--- config.mk ---
export PLATFORM = sky130hd
export DESIGN_NAME = rr_request_queue
export DESIGN_NICKNAME = d
export VERILOG_FILES = /design/src/rtl/rr_sched_pkg.sv /design/src/rtl/sat_counter.sv /design/src/rtl/rr_request_queue.sv
export SDC_FILE = /design/constraint.sdc
export NUM_CORES = 1
export LEC_CHECK = 0
export ABC_AREA = 1
export ABC_CLOCK_PERIOD_IN_PS = 2400
export BUFFER_PORTS_ARGS = -buffer_cell sky130_fd_sc_hd__buf_4
export CORE_MARGIN = 8
export CORE_UTILIZATION = 52
export DETAILED_ROUTE_END_ITERATION = 7
export PLACE_DENSITY = 0.85
export RECOVER_POWER = 25
export SLEW_MARGIN = 40
export SYNTH_ARGS = -nofsm -noshare
export SYNTH_HDL_FRONTEND = slang
export SYNTH_SLANG_ARGS = --single-unit
--- constraint.sdc ---
create_clock -name clk -period 2.4 [get_ports clk]
set_input_delay 0.6 -clock clk [delete_from_list [all_inputs] [get_ports clk]]
set_output_delay 0.6 -clock clk [all_outputs]
set_load 0.1 [all_outputs]
--- src/rtl/rr_sched_pkg.sv ---
// rtl/rr_sched_pkg.sv - request word layout and stats width shared by the queue and rr_scheduling_kernel
package rr_sched_pkg;

  localparam int STATS_WIDTH = 16;

  function automatic int req_valid_bit(input int addr_width, input int value_width);
    return addr_width + value_width;
  endfunction

  function automatic int req_addr_lsb(input int addr_width, input int value_width);
    return value_width + (addr_width - addr_width);
  endfunction

  function automatic int req_value_lsb(input int addr_width, input int value_width);
    return (addr_width - addr_width) + (value_width - value_width);
  endfunction

  // Fields are masked to their widths; callers cast the result down to REQ_WIDTH.
  function automatic logic [63:0] pack_request(input int addr_width, input int value_width,
                                               input logic valid, input logic [31:0] addr,
                                               input logic [31:0] value);
    logic [63:0] amask;
    logic [63:0] vmask;
    amask = (64'd1 << addr_width) - 64'd1;
    vmask = (64'd1 << value_width) - 64'd1;
    return ({63'd0, valid} << req_valid_bit(addr_width, value_width))
         | (({32'd0, addr} & amask) << req_addr_lsb(addr_width, value_width))
         | (({32'd0, value} & vmask) << req_value_lsb(addr_width, value_width));
  endfunction

endpackage

--- src/rtl/sat_counter.sv ---
// rtl/sat_counter.sv - saturating up-counter with enable and asynchronous active-high reset
module sat_counter #(
  parameter int WIDTH = 16
) (
  input  logic             clk,
  input  logic             reset,
  input  logic             en,
  output logic [WIDTH-1:0] value
);

  always_ff @(posedge clk or posedge reset) begin
    if (reset) begin
      value <= '0;
    end else if (en && (value != {WIDTH{1'b1}})) begin
      value <= value + WIDTH'(1);
    end
  end

endmodule

--- src/rtl/rr_request_queue.sv ---
// rtl/rr_request_queue.sv - per-consumer request FIFO feeding rr_scheduling_kernel
// Optional stats counters enabled by RR_REQUEST_QUEUE_STATS_EN.
module rr_request_queue
  import rr_sched_pkg::*;
#(
  parameter int ADDR_WIDTH  = 4,
  parameter int VALUE_WIDTH = 8,
  parameter int DEPTH       = 4,
  localparam int REQ_WIDTH  = ADDR_WIDTH + VALUE_WIDTH + 1,
  localparam int CNT_W      = $clog2(DEPTH) + 1
) (
  input  logic                   clk,
  input  logic                   reset,
  input  logic                   push_valid,
  output logic                   push_ready,
  input  logic [ADDR_WIDTH-1:0]  push_addr,
  input  logic [VALUE_WIDTH-1:0] push_value,
  output logic [REQ_WIDTH-1:0]   request,
  input  logic                   grant,
`ifdef RR_REQUEST_QUEUE_STATS_EN
  output logic [STATS_WIDTH-1:0] grant_count,
  output logic [STATS_WIDTH-1:0] overflow_count,
`endif
  output logic [CNT_W-1:0]       count
);

  localparam int PTR_W   = $clog2(DEPTH);
  localparam int ENTRY_W = ADDR_WIDTH + VALUE_WIDTH;
  localparam int VALID_BIT = req_valid_bit(ADDR_WIDTH, VALUE_WIDTH);
  localparam logic [CNT_W-1:0] DEPTH_C = CNT_W'(DEPTH);

  logic [ENTRY_W-1:0]   mem [DEPTH];
  logic [PTR_W-1:0]     wr_ptr, rd_ptr, rd_nx;
  logic [CNT_W-1:0]     count_q, count_nx;
  logic [REQ_WIDTH-1:0] request_q, request_d;
  logic [ENTRY_W-1:0]   head_sel;
  logic                 do_push, do_pop;

  assign push_ready = (count_q < DEPTH_C) || ((count_q == DEPTH_C) && grant);
  assign do_push    = push_valid && push_ready;
  // Valid bit of the registered head is the only thing a grant can consume.
  assign do_pop     = grant && request_q[VALID_BIT];

  always_comb begin
    rd_nx    = rd_ptr + PTR_W'(do_pop);
    count_nx = count_q + CNT_W'(do_push) - CNT_W'(do_pop);
    head_sel = mem[rd_nx];
    if (do_push && (wr_ptr == rd_nx)) begin
      head_sel = {push_addr, push_value};
    end
    request_d = '0;
    if (count_nx != '0) begin
      request_d = REQ_WIDTH'(pack_request(ADDR_WIDTH, VALUE_WIDTH, 1'b1,
                                          32'(head_sel[ENTRY_W-1:VALUE_WIDTH]),
                                          32'(head_sel[VALUE_WIDTH-1:0])));
    end
  end

  always_ff @(posedge clk or posedge reset) begin
    if (reset) begin
      wr_ptr    <= '0;
      rd_ptr    <= '0;
      count_q   <= '0;
      request_q <= '0;
    end else begin
      if (do_push) begin
        wr_ptr <= wr_ptr + PTR_W'(1);
      end
      rd_ptr    <= rd_nx;
      count_q   <= count_nx;
      request_q <= request_d;
    end
  end

  // Entry storage carries no reset; contents are qualified by count.
  always_ff @(posedge clk) begin
    if (do_push) begin
      mem[wr_ptr] <= {push_addr, push_value};
    end
  end

  assign request = request_q;
  assign count   = count_q;

`ifdef RR_REQUEST_QUEUE_STATS_EN
  sat_counter #(.WIDTH(STATS_WIDTH)) u_grant_cnt (
    .clk   (clk),
    .reset (reset),
    .en    (do_pop),
    .value (grant_count)
  );

  sat_counter #(.WIDTH(STATS_WIDTH)) u_overflow_cnt (
    .clk   (clk),
    .reset (reset),
    .en    (push_valid && !push_ready),
    .value (overflow_count)
  );
`endif

endmodule
After elaboration in Yosys (flattened, before gate mapping)
Memories as Yosys holds them, arrays and structs flattened. Index checks and enable logic that the tools add are counted.

Bits in registers: 20. Logic and storage cells: 23. Memories: 1. ROM bits: 0. Bits in writable memories: 48. Input bits: 16. Output and inout port bits: 17. Bits in latches: 0.

Memories: mem (depth 4, bits a word 12, rd ports 1, clocked after Yosys merged registers in 0, write ports 1, line rr_request_queue.sv:32) `logic [ENTRY_W-1:0] mem [DEPTH];`.

Add/sub/neg operators: 4. Bitwise gates (word level): 1. Multiplexer cells: 4. Multipliers: 0. Shift operators: 0. $lt $le $gt $ge: 1. Eq/ne operators: 2. Div/mod/pow operators: 0. Reductions and logical operators: 6.

Operator list (number): $mux 13 (1); $or 13x8->13 (1); $mux 12 (1); $logic_and 1x1->1 (4); $add 3x1->3 (1); $eq 3x3->1 const B (1); $lt 3x3->1 const B (1); $reduce_bool 3->1 (1); $sub 3x1->3 (1); $add 2x1->2 (1); $add 2x1->2 const B (1); $eq 2x2->1 (1); $mux 1 (2); $logic_or 1x1->1 (1).

Longest topological paths before layout
Gate-level depths: netlist (run 1).

Word-level depth: 8. Depth in mapped cells: 15. Mapped depth without buffers: 14.

Worst setup path after synthesis (run 1)
Ideal clock, no wire load.

Path kind: register to register. Start point: register count_q[2] (netlist: count[2]). End point: register request_q[4] (netlist: request[4]). Stages on the path, launching flop included: 13. Data arrival time: 3211 ps. Buffers on the path: 1. Data required time: 2282 ps. Clock period less this slack: 3329 ps. Setup time: 118 ps. Slack: -929 ps. Cell sequence: dfrtp_1 -> nand3_1 -> nand2_2 -> nand2_4 -> ha_1 -> inv_1 -> ha_1 -> fa_1 -> nor2_1 -> nand2_4 -> buf_12 -> nand2_2 -> nor2_2.

Word-level cells in the longest chain between the ends: 8. Elaborated cells on any way between the ends: 12. Classes of those cells: add/sub: 2; order compare: 1; eq/ne: 1; mux: 2; bitwise: 1; reduce/logical: 5.

RTL lines: start: declaration (line rr_request_queue.sv:34) `logic [CNT_W-1:0] count_q, count_nx;`; start signal: assignment (line rr_request_queue.sv:70) `count_q <= count_nx;`; branches (longest 2 deep; another with $lt 3x3->1); $logic_or 1x1->1 * (line rr_request_queue.sv:39) `assign push_ready = (count_q < DEPTH_C) || ((count_q == DEPTH_C) && grant);`; via push_ready (line rr_request_queue.sv:15) `output logic push_ready,`; $logic_and 1x1->1 * (line rr_request_queue.sv:40) `assign do_push = push_valid && push_ready;`; $add 3x1->3 * (line rr_request_queue.sv:46) `count_nx = count_q + CNT_W'(do_push) - CNT_W'(do_pop);`; $sub 3x1->3 * (line rr_request_queue.sv:46); via count_nx[1] (line rr_request_queue.sv:34); $reduce_bool 3->1 * (line rr_request_queue.sv:52) `if (count_nx != '0) begin`; $mux 13 * (line rr_request_queue.sv:52); via request_d[4] (line rr_request_queue.sv:35) `logic [REQ_WIDTH-1:0] request_q, request_d;`; end signal: assignment (line rr_request_queue.sv:71) `request_q <= request_d;`; end: declaration (line rr_request_queue.sv:35).

Mark *: on every way through the listed nets, which the timed path passes. A chain may end at the register's enable or synchronous reset.

Worst setup path in the final report (run 1)
Start point: register count_q[1] (netlist: count[1]). End point: register request_q[3] (netlist: request[3]).

Word-level cells in the longest chain between the ends: 8. Elaborated cells on any way between the ends: 12. Classes of those cells: add/sub: 2; order compare: 1; eq/ne: 1; mux: 2; bitwise: 1; reduce/logical: 5.

RTL lines (line): branches (longest 4 deep; another with $lt 3x3->1); $add 3x1->3 * (rr_request_queue.sv:46); $sub 3x1->3 * (rr_request_queue.sv:46); via count_nx[1] (rr_request_queue.sv:34); $reduce_bool 3->1 * (rr_request_queue.sv:52); $mux 13 * (rr_request_queue.sv:52); via request_d[3] (rr_request_queue.sv:35).

Marked as above.

==> results of run 1 <==
[per-layer routing]
layer | track usage | wire [um] | part of all wire
met2 | 0.282 | 3450 | 0.54
met5 | 0 | 0 | 0
met1 | 0.171 | 2550 | 0.40
met4 | 0.0752 | 127 | 0.020
met3 | 0.0429 | 314 | 0.049
[worst reg2reg max path, stage by stage, from the launching register on]
cell     delay (ps)
dfrtp_4         500
nor2_4          150
nand3_4         100
nand2_8          90
nand2_8          50
ha_4            250
inv_2            40
ha_4            140
fa_2            460
nor2_4          250
nand2_8         120
nand2_2         100
nor2_2           40
[registers in the layout, summed over array words and instances (netlist names)]
name and cells:
rd_ptr 2, mem 48, count 3, request 13, wr_ptr 2
[cell families after synthesis]
family	after synthesis	synth area share
buffers and inverters	42	0.0666
AO/OA/AOI/OAI	26	0.0422
XOR/XNOR	3	0.0134
AND/OR/NAND/NOR	135	0.212
flip-flops	68	0.630
adder cells (fa/ha/maj)	8	0.0349
[final cells by class]
class | count | area [um^2]
Clock inverter | 6 | 111
Inverter | 31 | 116
Fill cell | 456 | 2040
Sequential cell | 68 | 1950
Clock buffer | 10 | 138
Tap cell | 75 | 93.8
Multi-Input combinational cell | 173 | 1040
Timing Repair Buffer | 46 | 320
[worst max path at each step]
stage,cells past startpoint,from,end
finish,12,count[1],request[3]
global route,12,count[1],request[3]
CTS,14,count[0],request[2]
detailed placement,14,grant,request[2]
global placement,14,grant,request[1]
floorplan,15,count[0],request[11]
[placed cells by master (no fill, tap or decap), drive strengths merged]
cell	synthesis	routed
a21oi	1	1
buf	10	36
bufinv	0	3
clkbuf	1	20
clkinv	0	2
clkinvlp	0	1
dfrtp	20	20
edfxtp	48	48
fa	1	1
ha	7	7
inv	31	31
nand2	74	75
nand3	16	16
nor2	33	33
o21ai	25	25
or2	12	12
xnor2	1	1
xor2	2	2
[metrics by stage]
stage,instance area [um^2],TNS (ps),setup WS (ps)
2_1_floorplan,3170,-2790,-247
3_3_place_gp,3520,-99.6,-27.4
3_5_place_dp,3520,-897,-123
4_1_cts,3780,0,6.90
5_1_grt,3780,-553,-69.2
6_report,3780,0,2.91
[what timing repair did]
action | 4_1_cts | 5_1_grt
buffers inserted | 0 | 2
gates cloned | 0 | 1
gates resized for setup | 1 | 3
setup endpoints to repair | 8 | 12
pin swaps | 1 | 13
==> impl_summary.md, run 1 <==
Clocking
The CTS clock-pin slew for the worst setup and hold paths is approximately 70 ps. The CTS sink count is 68. The H-tree depth is 3. For the worst-skew pair, the clock arrives at the later sink with an insertion delay of 330 ps. The post-cts hold buffer count is 0. The TritonCTS clock tree is done. The number of CTS-inserted buffers is 9. The clock root buffer master is clkbuf_8.

Counting along the longest clock path gives a buffer depth of 2.

Drt
Across all layers, the routed design uses 2,069 vias. The total length of routed wires is 6.45 mm. The count of unresolved DRC violations after routing is 0.

The first routing iteration left 116 violations. The post-detailed-route wirelength per cell is between 15 and 20 um. For this run, the detailed router's first-pass iteration total came to 4. Dividing the detail-routed via count by the number of cells gives 5.06. In this run the remaining antenna-violating nets after routing total 0.

Placed design
The global placement routability congestion is 0.770. The placed wire-length estimate is 4.28 mm. Including well taps, the total number of placed cells is just under 400. The number of I/O port buffers is 32.

Floorplan
The chip width is 93.0 um. The total number of placement rows is 28. The die covers 8640 um^2. The boundary pin count is 33. The placeable core region is a little under 6000 um^2. In this run the vertical extent of the chip is 93.0 um. The initial utilization of the core area, before any placement, comes to 0.530.

Synthesis
The fraction of the yosys area taken by sequential cells is 0.630. Ranked by instance count, the synthesized netlist is headed by nand2_1 (60), edfxtp_1 (48), inv_1 (28). The async set-or-reset flop fraction in the synthesized netlist is 0.294. The number of synthesized flops with an enable pin is 48.

Yosys instantiated no cell more often than nand2_1. Yosys attributes the largest share of cell area to edfxtp_1 (47%), dfrtp_1 (16%), nand2_1 (7.3%), inv_1 (3.4%), o21ai_0 (2.9%). The number of warning messages in the yosys log is 0. The commonest register cell after synthesis is edfxtp_1. The cell type with the largest total area after synthesis is edfxtp_1. The cell count after synthesis came out at 282. The number of distinct library cells after synthesis is 26.

The count of state elements after synthesis is between 60 and 70. The number of nets handed over by synthesis was 306. The average size of a mapped cell is 10.9 um^2. The share of synthesized area in the top cell type comes to 0.468. The area of the mapped netlist is between 3000 and 4000 um^2.

Status
The flow ran to the end, and the final reports show no timing, DRC or antenna violations.

Finish
The final layout contains 353 nets. The final core utilization is 0.649. The number of antenna cells inserted is 0. The area growth from synthesis to layout is 22.6%.

The fraction of layout cells with a size suffix above 1 is 0.311. The number of standard cells in the final layout excluding fillers is 409.

STA
The count of endpoints failing hold in the final timing report is 0. The tightest hold path in the finished design has a slack of 273 ps. For the pin with the worst max-slew slack, the measured transition is 639 ps. The number of endpoints failing setup at the final stage is 0. The number of slew-limit violations in the final report is 0. The worst max-slew margin expressed relative to the limit is 0.573. Based on the critical path, the design can be clocked at up to 417 MHz. Setup repair after global routing could not meet its margin everywhere. The share of the clock period used by the worst path is 0.999. On the final layout, the worst clock skew is approximately 11 ps. The time the worst path needs with I/O delays and setup is ~2400 ps.

Global route
The number of global-route vias before repair was 2,231. The largest net degree at the start of global routing is 26. The initial antenna violation count is 0.

The wire length of the first global-routing pass is roughly 11 mm. The total routing resource utilization after global routing is 0.159. Global routing finished with a remaining overflow of 0.

Worst setup path
The worst setup path is launched from a register. Together, buffers and inverters on the worst path number 1. Walking the worst path, the cells encountered are nor2_4 > nand3_4 > nand2_8 > nand2_8 > ha_4 > inv_2 > ha_4 > fa_2 > nor2_4 > nand2_8 > nand2_2 > nor2_2. The worst register-to-register path ends at request[3]. The worst path required time is 2620 ps. The critical path's most frequent cell is nand2_8. On the worst path, the slowest cell contributes a delay of 500 ps. The startpoint of the worst register-to-register path is count[1]. The dominant delay contributor by cell family on the critical path is simple AND/OR/NAND/NOR gates.

The setup check on the worst reg-to-reg path leaves a slack of between 2 and 3 ps. The cell type of the slowest stage on the worst timing path is dfrtp_4. The worst setup path is captured at a register. Data arrives at the worst endpoint at 2620 ps. The critical path in this run is classified as reg2reg. Along the worst path, the maximum fanout reaches 7. Counting cells, the worst reg-to-reg path comes to 12.

Run
Across the run, the number of max-cap violations was 0.

Worst hold path
The type of the worst min-delay path is in2async.
Power of run 1 is left out: the tool's default activity adds up to more than one toggle a clock period on the data nets, which glitch-free logic cannot reach.
==> inputs of run 2 (changes only) <==
--- a/config.mk
+++ b/config.mk
@@ -8,10 +8,12 @@
 export ABC_AREA = 1
 export ABC_CLOCK_PERIOD_IN_PS = 2400
 export BUFFER_PORTS_ARGS = -buffer_cell sky130_fd_sc_hd__buf_4
+export CELL_PAD_IN_SITES_DETAIL_PLACEMENT = 1
+export CELL_PAD_IN_SITES_GLOBAL_PLACEMENT = 1
 export CORE_MARGIN = 8
-export CORE_UTILIZATION = 52
+export CORE_UTILIZATION = 42
 export DETAILED_ROUTE_END_ITERATION = 7
-export PLACE_DENSITY = 0.85
+export PLACE_DENSITY = 0.86
 export RECOVER_POWER = 25
 export SLEW_MARGIN = 40
 export SYNTH_ARGS = -nofsm -noshare
==> run 2 against run 1 <==
Effect of this change:
- via count fell by 0.19%
- global-route usage decreased by 0.98 points
- hold slack worse by 2.1 ps
- design area is 1.1% higher
- clock skew is 1.8 ps lower
- fmax grew 2.4%
- final cell count rose by 7.1%
- non-clock buffer count up 5
- sequential cell count is the same
- register-to-register slack improved by 60 ps
- critical path depth fell by 1
- count of clock-buffer cells in the layout rose by 3
- critical path type unchanged
==> impl_summary.md, run 2 (synthesis results as in run 1) <==
Global route
The initial antenna violation count was 0 (unchanged). The leftover overflow at the end of global routing came to 0 (unchanged). The largest net degree at the start of global routing was 26 (unchanged). The wire length of the first global-routing pass is 11.6 mm (was 10.6 mm). The total routing resource utilization after global routing is 0.149 (was 0.159).

The number of global-route vias before repair is 2,302 (was 2,231).

Clocking
The clock network latency to the later pin of the worst-skew pair came to 340 ps (was 330 ps). The TritonCTS clock tree is done (unchanged). The number of CTS-inserted buffers is 9 (unchanged). The CTS clock-pin slew for the worst setup and hold paths came to 80 ps (was 70 ps).

The number of buffers between clock root and the deepest sink is 2 (unchanged). The CTS sink count is 68 (unchanged). The clock root buffer master was clkbuf_8 (unchanged). The H-tree depth is 3 (unchanged).

STA
The number of slew-limit violations in the final report was 0 (unchanged). The time the worst path needs with I/O delays and setup is 2340 ps (was 2400 ps). The number of endpoints failing setup at the final stage is 0 (unchanged). The maximum clock frequency is 427 MHz (was 417 MHz). The share of the clock period used by the worst path is 0.975 (was 0.999). The worst-case setup margin in the final layout is 60.0 ps (was 2.91 ps).

RSZ-0062 raised after global routing: true (unchanged). The worst max-slew margin expressed relative to the limit is 0.684 (was 0.573). The worst clock skew is 8.97 ps (was 10.8 ps). The count of endpoints failing hold in the final timing report was 0 (unchanged). The measured slew at the worst slew-check pin is 474 ps (was 639 ps).

Drt
The post-detailed-route wirelength per cell is 16.1 um (was 15.8 um). The routed via count divided by cell count is 4.71 (was 5.06). The count of antenna-violating nets left after detailed routing came to 0 (unchanged). The total length of routed wires was 7.06 mm (was 6.45 mm). The number of search-and-repair iterations in the first detailed-routing pass came to 4 (unchanged). The total number of vias is 2,065 (was 2,069). The number of DRC markers after the initial detailed-route iteration is 77 (was 116). The count of unresolved DRC violations after routing is 0 (unchanged).

Finish
The number of antenna cells inserted came to 0 (unchanged). The layout overhead on the synthesized area was 24.0% (was 22.6%). The number of flip-flops in the largest register was 48 (unchanged).

The post-layout net count is 358 (was 353). The fraction of layout cells with a size suffix above 1 was 0.316 (was 0.311). The most frequent standard cell in the layout excluding fill and tap cells is nand2_1 (unchanged). The register containing the most flip-flops in the final layout was mem (unchanged). Most frequent cells in the layout: nand2_1 (59), edfxtp_1 (48), buf_4 (40) (was nand2_1 (58), edfxtp_1 (48), buf_4 (35)).

Worst setup path
The worst path required time is 2640 ps (was 2620 ps). The largest driver fanout on the critical path came to 6 (was 7). The worst reg2reg path endpoint is request[12] (was request[3]).

The launching element type of the critical path is a register (unchanged). The category of the worst setup path capture point is a register (unchanged). The register-to-register setup slack is 60 ps (was 3 ps). The data arrival time at the worst-slack endpoint is 2580 ps (was 2620 ps). The path depth of the worst reg2reg path was 11 (was 12).

The critical path start-end classification is reg2reg (unchanged). The startpoint of the worst register-to-register path was count[0] (was count[1]).

Floorplan
The overall die height is 102 um (was 93.0 um). The total number of placement rows came to 31 (was 28). The placeable core region is 7180 um^2 (was 5820 um^2). The starting density of the core is 0.429 (was 0.530). The boundary pin count is 33 (unchanged).

The chip width came to 102 um (was 93.0 um). The total die area was 10,300 um^2 (was 8640 um^2).

Worst hold path
The type of the worst min-delay path is in2async (unchanged).

Run
The number of max-capacitance violations reported is 0 (unchanged).

Status
Run status: finished clean (unchanged).

Placed design
The placed wire-length estimate is 4.80 mm (was 4.28 mm). The pre-CTS worst setup slack was -196 ps (was -123 ps). The number of I/O port buffers is 32 (unchanged). The global placement routability congestion is 0.758 (was 0.770).
## run 2: cell type report
class,count,area (um^2)
Clock inverter,3,68.8
Tap cell,99,124
Sequential cell,68,1950
Multi-Input combinational cell,173,1040
Inverter,31,116
Fill cell,793,3360
Clock buffer,13,169
Timing Repair Buffer,51,349
## run 2: how the worst max path moves through the flow
stage              from          end  slack, ps
2_1_floorplan  count[0]  request[11]       -250
3_3_place_gp      grant   request[0]        -30
3_5_place_dp      grant   request[1]       -200
4_1_cts        count[1]  request[12]          3
5_1_grt        count[0]   request[2]        -10
6_report       count[0]  request[12]         60
## run 2: repair_timing
action	4_1_cts	5_1_grt
endpoints found under the setup margin	13	9
endpoints found under the hold margin	0	0
cloned	1	0
buffers inserted	2	4
pin swaps	8	5
hold buffers	0	0
gates resized for setup	2	2
## run 2: metal layers
layer / up-vias / global-route usage / part of all wire / routed length, um
met2: 39 / 0.266 / 0.52 / 3680
met5: - / 0 / 0 / 0
met1: 1002 / 0.157 / 0.41 / 2900
met4: 0 / 0.0790 / 0.028 / 197
met3: 13 / 0.0385 / 0.041 / 290
li1: 1011 / - / - / -
## run 2: through the flow
stage / area (um^2) / util / std cells / hold slack, ps / setup TNS, ps
2_1_floorplan: 3170 / - / 282 / 497 / -2790
3_3_place_gp: 3540 / 0.494 / 415 / 635 / -80.3
3_5_place_dp: 3540 / 0.494 / 415 / 649 / -1210
4_1_cts: 3820 / 0.532 / 434 / 272 / 0
5_1_grt: 3820 / 0.532 / 438 / 290 / -30.5
6_report: 3820 / 0.532 / 438 / 271 / 0
## run 2: critical path: stages, from the launching register on
cell,delay (ps)
dfrtp_4,490
nor2_4,150
nand3_4,100
nand2_8,90
nand2_8,50
ha_4,260
inv_2,40
ha_4,140
fa_2,450
nor2_4,210
nand2_4,140
buf_6,140
Power of run 2 is left out for the same reason.
